<file path="src/rtl/sar_search_if.sv">
// Handshake bundle between sar_search and its environment: start/done control,
// the probe/cmp_lt comparator loop and the signed result.
interface sar_search_if #(
  parameter int N = 32
);
  logic                start;
  logic                cmp_lt;
  logic signed [N-1:0] probe;
  logic                busy;
  logic                done;
  logic signed [N-1:0] result;
  logic                found;

  modport master (
    output start, cmp_lt,
    input  probe, busy, done, result, found
  );

  modport slave (
    input  start, cmp_lt,
    output probe, busy, done, result, found
  );
endinterface

</file>
<file path="src/rtl/sar_search.sv">
// Successive-approximation search for the largest signed value below a hidden
// target, driven through an external signed less-than comparator.
module sar_search #(
  parameter int N = 32
) (
  input  logic         clk,
  input  logic         rst,
  sar_search_if.slave  bus
);

  typedef enum logic [1:0] {IDLE, SEARCH, VERIFY, DONE} state_t;

  localparam int             IW  = (N > 1) ? $clog2(N) : 1;
  localparam logic [N-1:0]   MSB = {1'b1, {(N-1){1'b0}}};
  localparam logic [N-1:0]   ONE = {{(N-1){1'b0}}, 1'b1};
  localparam logic [IW-1:0]  TOP = IW'(N - 1);

  state_t              state, state_nxt;
  logic [N-1:0]        acc, acc_nxt;
  logic [IW-1:0]       idx, idx_nxt;
  logic signed [N-1:0] probe_r, probe_nxt;
  logic signed [N-1:0] result_r, result_nxt;
  logic                found_r, found_nxt;
  logic                busy_r, busy_nxt;
  logic                done_r, done_nxt;

  // Offset-binary <-> two's complement is just an MSB flip, so no adder is needed.
  function automatic logic signed [N-1:0] flip(input logic [N-1:0] u);
    return $signed(u ^ MSB);
  endfunction

  always_ff @(posedge clk or posedge rst) begin
    if (rst) begin
      state    <= IDLE;
      acc      <= '0;
      idx      <= '0;
      probe_r  <= '0;
      result_r <= '0;
      found_r  <= 1'b0;
      busy_r   <= 1'b0;
      done_r   <= 1'b0;
    end else begin
      state    <= state_nxt;
      acc      <= acc_nxt;
      idx      <= idx_nxt;
      probe_r  <= probe_nxt;
      result_r <= result_nxt;
      found_r  <= found_nxt;
      busy_r   <= busy_nxt;
      done_r   <= done_nxt;
    end
  end

  always_comb begin
    state_nxt = state;
    case (state)
      IDLE:    if (bus.start) state_nxt = SEARCH;
      SEARCH:  if (idx == '0) state_nxt = VERIFY;
      VERIFY:  state_nxt = DONE;
      default: state_nxt = IDLE;
    endcase
  end

  always_comb begin
    acc_nxt    = acc;
    idx_nxt    = idx;
    result_nxt = result_r;
    found_nxt  = found_r;
    case (state)
      IDLE: begin
        if (bus.start) begin
          acc_nxt = '0;
          idx_nxt = TOP;
        end
      end
      SEARCH: begin
        if (bus.cmp_lt) acc_nxt = acc | (ONE << idx);
        if (idx != '0) idx_nxt = idx - 1'b1;
      end
      VERIFY: begin
        found_nxt  = bus.cmp_lt;
        result_nxt = flip(acc);
      end
      default: ;
    endcase

    // Outputs are registered: derive them from the state being entered.
    probe_nxt = '0;
    case (state_nxt)
      SEARCH:  probe_nxt = flip(acc_nxt | (ONE << idx_nxt));
      VERIFY:  probe_nxt = flip(acc_nxt);
      default: ;
    endcase
    busy_nxt = (state_nxt == SEARCH) || (state_nxt == VERIFY);
    done_nxt = (state_nxt == DONE);
  end

  assign bus.probe  = probe_r;
  assign bus.busy   = busy_r;
  assign bus.done   = done_r;
  assign bus.result = result_r;
  assign bus.found  = found_r;

endmodule

</file>
<file path="src/flat_wrapper.sv">
// flat-port wrapper written by rule: the top's interface ports become plain ports
module sar_search_flat 
#(
  parameter int N = 32
)
  (clk, rst, bus_start, bus_cmp_lt, bus_probe, bus_busy, bus_done, bus_result, bus_found);
  sar_search_if #(.N(N)) bus_i ();
  input  logic clk;
  input  logic rst;
  input wire logic [$bits(bus_i.start)-1:0] bus_start;
  input wire logic [$bits(bus_i.cmp_lt)-1:0] bus_cmp_lt;
  output wire logic [$bits(bus_i.probe)-1:0] bus_probe;
  output wire logic [$bits(bus_i.busy)-1:0] bus_busy;
  output wire logic [$bits(bus_i.done)-1:0] bus_done;
  output wire logic [$bits(bus_i.result)-1:0] bus_result;
  output wire logic [$bits(bus_i.found)-1:0] bus_found;
  assign bus_i.start = bus_start;
  assign bus_i.cmp_lt = bus_cmp_lt;
  assign bus_probe = bus_i.probe;
  assign bus_busy = bus_i.busy;
  assign bus_done = bus_i.done;
  assign bus_result = bus_i.result;
  assign bus_found = bus_i.found;
  sar_search #(.N(N)) u_core (.clk(clk), .rst(rst), .bus(bus_i));
endmodule
</file>
<file path="config.mk">
export PLATFORM = sky130hd
export DESIGN_NAME = sar_search_flat
export DESIGN_NICKNAME = d
export VERILOG_FILES = /design/src/rtl/sar_search_if.sv /design/src/rtl/sar_search.sv /design/src/flat_wrapper.sv
export SDC_FILE = /design/constraint.sdc
export NUM_CORES = 1
export LEC_CHECK = 0
export CORE_ASPECT_RATIO = 0.7
export CORE_MARGIN = 3
export CORE_UTILIZATION = 45
export DETAILED_ROUTE_END_ITERATION = 6
export PLACE_DENSITY = 0.69
export SLEW_MARGIN = 30
export SYNTH_ARGS = -nofsm -noshare
export SYNTH_HDL_FRONTEND = slang
export SYNTH_SLANG_ARGS = --single-unit
export TNS_END_PERCENT = 50
</file>
<file path="constraint.sdc">
create_clock -name clk -period 7.6 [get_ports clk]
set_input_delay 1.9 -clock clk [delete_from_list [all_inputs] [get_ports clk]]
set_output_delay 1.9 -clock clk [all_outputs]
set_load 0.1 [all_outputs]
</file>
; ---- After elaboration in Yosys (flattened, before gate mapping)
; Cells that the tools add are included.
[classes]
addsub = 1
n_mul = 0
n_div = 0
order_cmp = 0
n_eq_ne = 5
shift = 2
muxes = 10
n_bitwise = 5
n_reduce_logical = 4
[ops]
columns = operator, count
row1 = $pmux W32 S2, 2
row2 = $mux W32, 2
row3 = $or A32 B32 Y32, 2
row4 = $shl A1 B5 Y32 const A, 2
row5 = $mux W5, 2
row6 = $pmux W5 S2, 1
row7 = $eq A2 B2 Y1 const B, 3
row8 = $pmux W2 S3, 1
row9 = $logic_not A5 Y1, 1
row10 = $reduce_bool A5 Y1, 1
row11 = $sub A5 B1 Y5 const B, 1
row12 = $eq A2 B1 Y1 const B, 2
row13 = $mux W2, 2
row14 = $not A1 Y1, 3
row15 = $logic_not A2 Y1, 1
row16 = $logic_or A1 B1 Y1, 1
[word_totals]
reg_bits = 106
latchBits = 0
ramBits = 0
romBits = 0
inputBits = 4
wordCells = 35
memories = 0

; ---- Logic depth before layout (Yosys ltp)
; Gate-level depths: netlist of run 1.
[logic_depth]
word_depth = 7
mapped_depth = 13

; ---- Worst setup path after synthesis of run 1
; No wires, ideal clock.
[synth_timing]
path_type = input to register
start = input port bus_start
end = register u_core.probe_r[10], in the netlist u_core.bus.probe[10]
t_arrival_ns = 3.190
required_time_ns = 7.508
slack_ns = 4.318
stages = 7
path_buffers = 1
path_cell_list = nor2_1 -> o21a_1 -> ha_1 -> nor2b_1 -> a21bo_2 -> buf_6 -> o31ai_2
[synth_between]
elab_chain_len = 5
[synth_lines]
columns = item, line
row1 = "start, declared", flat_wrapper.sv:10  ; input wire logic [$bits(bus_i.start)-1:0] bus_start;
row2 = $mux W5, sar_search.sv:71  ; if (bus.start) begin
row3 = $pmux W5 S2, sar_search.sv:69  ; case (state)
row4 = $shl A1 B5 Y32, sar_search.sv:90  ; SEARCH: probe_nxt = flip(acc_nxt | (ONE << idx_nxt));
row5 = $or A32 B32 Y32, sar_search.sv:90
row6 = $pmux W32 S2 *, sar_search.sv:89  ; case (state_nxt)
row7 = via u_core.probe_nxt[10], sar_search.sv:21  ; logic signed [N-1:0] probe_r, probe_nxt;
row8 = "end signal, assigned", sar_search.sv:46  ; probe_r <= probe_nxt;
row9 = "end, declared", sar_search.sv:21
; Mark *: on every way through the listed nets, which the timed path passes. The rest lies on a longest branch.
; A chain may end at the register's enable or synchronous reset.

; ---- Final worst setup path of run 1
[layout_timing]
start = input port bus_start
end = register u_core.probe_r[0], in the netlist u_core.bus.probe[0]
; Same word-level chain as after synthesis.

==> reports/metrics.yaml, run 1 <==
sta:
  setup_slack_ps: 3620
  relSlewSlack_pct: 33.0
  tns_ps: 0
  fin_worst_skew_ps: 8.08
  final-setup-viol-count: 0
  worstMarginPinSlew_ps: 1000
  grt_setup_unrepaired: "no"
  drv_slew: 0
  period_share_pct: 52.3
  finalHoldViolCount: 0
  fmax_mhz: 251
  post-route-min-period_ps: 3980
grt:
  grt_max_degree: 85
  grt.total_usage_pct: 22.2
  grt_antenna_before_repair: 0
  grt_pass1_wl_um: 19500
  grt_pass1_vias: 3339
  grt_overflow_total: 0
synthesis:
  synthesis.nets: 432
  synthArstFlopShare_pct: 100
  yosys_warnings: 0
  synth_largest_area_cell: "dfrtp_1"
  synth_cell_type_count: 45
  ys_top_cells_by_area: "dfrtp_1, o32ai_1, nand2_1"
  synth_edf_count: 0
  synth-seq-area-share_pct: 58.6
  synthCells: 421
  synth_top_area_share_pct: 58.6
  yosysMostFrequentCell: "dfrtp_1"
  ys_ff_latch: 106
  synth_area_per_cell_um2: 10.8
  synth_common_cells: "dfrtp_1, nand2_1, inv_1"
  syn_area_mm2: 0.00453
  synth-main-ff-cell: "dfrtp_1"
place:
  dp_slack_ps: 3340
  dp_hpwl_um: 8340
  port_buffers: 70
  gp_congestion: 0.911
cts:
  clkSinkCount: 106
  cts_setup_buffers: 0
  cts-root-buf: "clkbuf_16"
  cts.path.max_buffers: 2
  cts_buffers: 9
  insertion_delay_ps: 350
  cts_max_level: 3
  cts_resized: 0
  ctsHoldBuffers: 0
  cts_tree: "done"
  clkTransAtPathRegs_ps: 70
critical_path:
  worstPathRequired_ps: 7840
  critPathKind: "in2reg"
  r2r_setup_slack_ps: 4040
  worstPathArrival_ps: 4210
  path_max_fanout: 8
  critPathSlowestCell: "clkdlybuf4s50_1"
  worstSetupEndpointType: "register"
  cp_cell_sequence: "clkdlybuf4s50_1 > nor2_1 > o21a_1 > ha_1 > nor2b_1 > o2111ai_1 > o32ai_1"
  slowest_delay_ps: 550
  critPathLaunchType: "input pin"
drt:
  drt-initial-drc-count: 334
  ant_nets: 0
  viasPerCell: 5.71
  vias: 3465
  wirelength_um: 12100
  wl_per_cell_um: 19.9
  first_pass_iters: 5
  drc: 0
cells_and_area:
  synthToLayoutAreaGrowth_pct: 25.4
  insertedDiodeCount: 0
  nets: 489
  drive_gt1_share_pct: 9.32
floorplan:
  rows: 29
  core-area_mm2: 0.00943
  dieWidth_um: 126
  num_io_pins: 71
  dieArea_mm2: 0.0113
  dieHeight_um: 89.9
  start_util_pct: 48.0
status:
  status: "finished, final reports clean"
hold_path:
  hp-class: "reg2reg"
job:
  maxCapViolations: 0
[cell type report]
| class | count | area [µm²] |
|---|---|---|
| multi-input cells | 242 | 1590 |
| inverters | 44 | 168 |
| fillers | 788 | 3760 |
| repair buffers | 75 | 752 |
| well taps | 124 | 155 |
| clock inverters | 5 | 109 |
| flip-flops and latches | 106 | 2650 |
| clock buffers | 11 | 253 |
[cell families (layout without fill, tap and decap cells)]
kind of cell / Yosys count / after routing / share of synthesized area, %
AOI/OAI and AO/OA: 125 / 125 / 21.1
and+or+nand+nor: 109 / 109 / 11.6
DFF: 106 / 106 / 58.6
buffers and inverters: 73 / 135 / 6.50
adders and majority gates: 7 / 7 / 1.93
muxes: 1 / 1 / 0.249
[registers in the layout, summed over array words and instances, names as in the netlist]
signal             count
u_core.bus.done        1
u_core.bus.result     32
u_core.bus.found       1
u_core.state           2
u_core.idx             5
u_core.bus.busy        1
u_core.bus.probe      32
u_core.acc            32
[cell usage in the layout (no fill, tap or decap), types with 2 or more instances in the layout]
master,n
o2111ai_1,2
a211o_1,2
nor2b_1,4
o21a_1,2
ha_1,7
dfrtp_1,106
inv_1,42
nor4_1,2
nor2_1,7
o31ai_2,10
nand3b_1,5
a21bo_2,2
buf_4,2
o21ai_1,3
a2111oi_2,2
nand2_1,72
and2_1,2
clkbuf_16,9
o21ai_0,34
a21oi_1,5
o21bai_1,3
o32ai_1,31
clkbuf_8,2
bufinv_16,3
o31ai_1,22
clkdlybuf4s50_1,70
nand2b_1,6
[per-stage QoR]
| stage | hold WS [ps] | utilization, % | cells | area, µm² |
|---|---|---|---|---|
| CTS | 474 | 60.1 | 606 | 5670 |
| global placement | 452 | 56.0 | 589 | 5290 |
| global route | 504 | 60.2 | 607 | 5680 |
| finish | 476 | 60.2 | 607 | 5680 |
| detailed placement | 465 | 56.3 | 590 | 5310 |
| floorplan | 439 | - | 421 | 4530 |
[routing by layer]
| layer | vias to the layer above | share of wire [%] | GRT usage (%) |
|---|---|---|---|
| li1 | 1595 | - | - |
| met1 | 1709 | 48 | 34.1 |
| met2 | 145 | 42 | 29.9 |
| met3 | 16 | 8.2 | 7.29 |
| met4 | 0 | 1.4 | 5.98 |
| met5 | - | 0 | 0 |
[worst paths after layout]
path                                                     to  cells after the start                     from
max                           u_core.bus.probe[0]$_DFF_PP0_                      7                bus_start
min                        u_core.bus.result[0]$_DFFE_PP0P_                      2  u_core.acc[0]$_DFF_PP0_
max reg2reg                   u_core.bus.probe[0]$_DFF_PP0_                      9  u_core.idx[0]$_DFF_PP0_
min reg2reg                u_core.bus.result[0]$_DFFE_PP0P_                      2  u_core.acc[0]$_DFF_PP0_
max in group asynchronous          u_core.acc[22]$_DFF_PP0_                      3                      rst
min in group asynchronous  u_core.bus.result[9]$_DFFE_PP0P_                      2                      rst
[worst max-delay path, delay by kind of cell]
family / cells / cell delay [ps]
buf+inv: 1 / 550
simple gates: 2 / 270
fa+ha+maj: 1 / 330
compound gates: 3 / 1160
Power of run 1 is not shown: default switching activity piles up to over one toggle a cycle in this logic, so the estimate is an artifact.
==> inputs of run 2 (changes only) <==
- clock period: 7.6 -> 3.67 ns (I/O delays scaled with it)
==> reports/metrics.yaml, run 2 (synthesis results as in run 1) <==
cells_and_area:
  insertedDiodeCount: 0
  fin_cells: 606
  nets: 490
  final_common_cell: "dfrtp_1"
  final_cell_area_mm2: 0.00555
  synthToLayoutAreaGrowth_pct: 22.6
  final_cell_mix: "dfrtp_1, nand2_1, inv_1"
  drive_gt1_share_pct: 15.6
sta:
  fin_worst_skew_ps: 5.24
  period_share_pct: 92.1
  drv_slew: 0
  fmax_mhz: 296
  worstMarginPinSlew_ps: 996
  final-setup-viol-count: 0
  post-route-min-period_ps: 3380
  relSlewSlack_pct: 33.4
  tns_ps: 0
  holdWs_ps: 478
  grt_setup_unrepaired: "no"
  finalHoldViolCount: 0
floorplan:
  core-area_mm2: 0.00943
  num_io_pins: 71
  dieHeight_um: 89.9
  start_util_pct: 48.0
  dieWidth_um: 126
  dieArea_mm2: 0.0113
  rows: 29
critical_path:
  worstPathArrival_ps: 3590
  cp_top_family: "compound AO/OA/AOI/OAI gates"
  path_buf_inv: 1
  critPathSlowestCell: "or4b_4"
  critPathLaunchType: "register"
  slowest_delay_ps: 540
  r2r_setup_slack_ps: 290
  path_max_fanout: 15
  worstSetupEndpointType: "register"
  crit_path_frequent_cell: "ha_1"
  cp_cell_sequence: "inv_1 > ha_1 > or4b_4 > nand2_1 > o21a_1 > ha_1 > nor2b_1 > a21bo_2 > o31ai_1"
  worstPathRequired_ps: 3880
  critPathKind: "reg2reg"
cts:
  cts_buffers: 9
  cts.path.max_buffers: 2
  cts_tree: "done"
  insertion_delay_ps: 350
  ctsHoldBuffers: 0
  cts_setup_buffers: 0
  clkSinkCount: 106
  cts_max_level: 3
  clkTransAtPathRegs_ps: 70
  cts-root-buf: "clkbuf_16"
  cts_resized: 0
status:
  status: "finished, final reports clean"
drt:
  viasPerCell: 5.68
  drt-initial-drc-count: 323
  vias: 3441
  drc: 0
  first_pass_iters: 4
  wirelength_um: 11800
  wl_per_cell_um: 19.5
  ant_nets: 0
hold_path:
  hp-class: "reg2reg"
place:
  placed_area_mm2: 0.00524
  dpl.cell_count: 592
  dp_hpwl_um: 8360
  port_buffers: 70
  gp_congestion: 0.937
grt:
  grt_pass1_vias: 3273
  grt_pass1_wl_um: 19300
  grt_antenna_before_repair: 0
  grt.total_usage_pct: 21.9
  grt_overflow_total: 0
  grt_max_degree: 65
job:
  maxCapViolations: 0
## run 2: layout make-up
cell class              count  area [µm²]
clock buffers              11         243
inverters                  44         169
fillers                   819        3880
clock inverters             3        65.1
flip-flops and latches    106        2650
repair buffers             76         678
well taps                 124         155
multi-input cells         242        1590
## run 2: worst min-delay path, cell delays in order (launching register included)
cell	delay (ps)
dfrtp_1	340
nand2_1	40
o21ai_0	60
## run 2: through the flow
stage	setup WS, ps	util, %
detailed placement	390	55.6
global route	110	58.8
finish	290	58.8
CTS	373	58.8
floorplan	784	-
global placement	512	55.6
## run 2: worst paths after layout
| path | from | endpoint | cells after the start |
|---|---|---|---|
| min reg2reg | u_core.bus.result[27]$_DFFE_PP0P_ | u_core.bus.result[27]$_DFFE_PP0P_ | 2 |
| max reg2reg | u_core.idx[0]$_DFF_PP0_ | u_core.bus.probe[25]$_DFF_PP0_ | 9 |
| max | u_core.idx[0]$_DFF_PP0_ | u_core.bus.probe[25]$_DFF_PP0_ | 9 |
| min | u_core.bus.result[27]$_DFFE_PP0P_ | u_core.bus.result[27]$_DFFE_PP0P_ | 2 |
| min in group asynchronous | rst | u_core.bus.result[3]$_DFFE_PP0P_ | 2 |
| max in group asynchronous | rst | u_core.bus.result[25]$_DFFE_PP0P_ | 3 |
## run 2: metal layers
metal / GRT usage [%] / part of all wire (%) / wire, µm
met5: 0 / 0 / 0
met4: 6.34 / 1.7 / 195
met2: 27.7 / 40 / 4710
met3: 6.52 / 8.5 / 1010
met1: 35.7 / 50 / 5890
Power of run 2 is left out for the same reason.
==> inputs of run 3 (changes only) <==
- clock period: 3.67 -> 3.56 ns (I/O delays scaled with it)
==> reports/metrics.yaml, run 3 (synthesis results as in run 1) <==
status:
  status: "finished, final reports clean"
critical_path:
  r2r-start: "u_core.idx[1]$_DFF_PP0_"
  crit_start: "u_core.idx[1]$_DFF_PP0_"
  worstPathRequired_ps: 3790
  critPathLaunchType: "register"
  worstPathArrival_ps: 3450
  path_max_fanout: 8
  worstSetupEndpointType: "register"
  critPathKind: "reg2reg"
grt:
  grt_pass1_vias: 3382
  grt_max_degree: 65
  grt.total_usage_pct: 22.2
  grt_antenna_before_repair: 0
  grt_pass1_wl_um: 19500
  grt_overflow_total: 0
job:
  maxCapViolations: 0
cells_and_area:
  insertedDiodeCount: 0
  multi_input_comb_area_mm2: 0.00159
  final_common_cell: "dfrtp_1"
  final_cell_mix: "dfrtp_1, buf_4, nand2_1"
  nets: 494
  fillCellCount: 809
  register_area_mm2: 0.00265
  synthToLayoutAreaGrowth_pct: 21.6
  drive_gt1_share_pct: 23.8
sta:
  post-route-min-period_ps: 3220
  fin_worst_skew_ps: 5.80
  fmax_mhz: 311
  grt_setup_unrepaired: "no"
  period_share_pct: 90.4
  worstMarginPinSlew_ps: 930
  tns_ps: 0
  finalHoldViolCount: 0
  final-setup-viol-count: 0
  drv_slew: 0
  relSlewSlack_pct: 37.7
cts:
  cts.path.max_buffers: 2
  cts_buffers: 9
  cts_tree: "done"
  cts_resized: 0
  insertion_delay_ps: 350
  clkSinkCount: 106
  cts_setup_buffers: 0
  clkTransAtPathRegs_ps: 70
  cts-root-buf: "clkbuf_16"
  cts_max_level: 3
  ctsHoldBuffers: 0
drt:
  drt-initial-drc-count: 283
  drc: 0
  wl_per_cell_um: 19.7
  ant_nets: 0
  wirelength_um: 12100
  vias: 3483
  viasPerCell: 5.69
  first_pass_iters: 5
floorplan:
  num_io_pins: 71
  core-area_mm2: 0.00943
  start_util_pct: 48.0
  rows: 29
  dieWidth_um: 126
  dieArea_mm2: 0.0113
  dieHeight_um: 89.9
place:
  dp_hpwl_um: 8560
  port_buffers: 70
  gp_congestion: 0.906
hold_path:
  hp-start: "u_core.acc[31]$_DFF_PP0_"
  hp-class: "reg2reg"
==> run 3: cell count changes in the layout (fill, tap and decap cells not counted), sizes merged <==
cell	change
buf	+39
clkinvlp	+1
clkinv	+1
clkdlybuf4s50	-35
==> run 3: layout make-up <==
| cell class | instances | share of cell area [%] |
|---|---|---|
| sequential | 106 | 48.2 |
| multi-input combinational | 242 | 28.8 |
| timing repair buffer | 80 | 11.3 |
| clock buffer | 11 | 4.41 |
| inverter | 44 | 3.07 |
| tap | 124 | 2.82 |
| clock inverter | 5 | 1.41 |
==> run 3: worst max-delay path, stage by stage (launching register included) <==
cell	delay [ps]
dfrtp_1	470
inv_1	210
ha_1	270
or4b_4	530
nand2_1	170
o21a_1	170
ha_1	260
nor2b_1	180
o2111ai_1	420
o32ai_1	430
==> run 3: layer usage <==
layer	share of wire (%)	vias up	global-route usage, %
met3	9.0	13	6.40
met4	1.5	0	6.96
met1	49	1723	35.1
li1	-	1603	-
met5	0	-	0
met2	40	144	28.9
==> run 3: final timing paths <==
check	slack, ps	cells after the start	endpoint
worst max-delay path	340	9	u_core.bus.probe[0]$_DFF_PP0_
worst min-delay path	470	1	u_core.bus.result[31]$_DFFE_PP0P_
worst max register to register	340	9	u_core.bus.probe[0]$_DFF_PP0_
worst min register to register	470	1	u_core.bus.result[31]$_DFFE_PP0P_
max in group asynchronous	1950	3	u_core.idx[1]$_DFF_PP0_
min in group asynchronous	930	2	u_core.bus.result[4]$_DFFE_PP0P_
==> run 3: per-stage QoR <==
| stage | setup WS (ps) | hold slack (ps) | cells | utilization, % | cell area [µm²] |
|---|---|---|---|---|---|
| 3_5_place_dp | 440 | 463 | 596 | 55.0 | 5180 |
| 4_1_cts | 391 | 473 | 612 | 58.4 | 5510 |
| 6_report | 341 | 471 | 612 | 58.4 | 5510 |
| 2_1_floorplan | 674 | 439 | 421 | - | 4530 |
| 5_1_grt | 136 | 499 | 612 | 58.4 | 5510 |
| 3_3_place_gp | 467 | 453 | 596 | 55.0 | 5180 |
Power of run 3 is left out for the same reason.
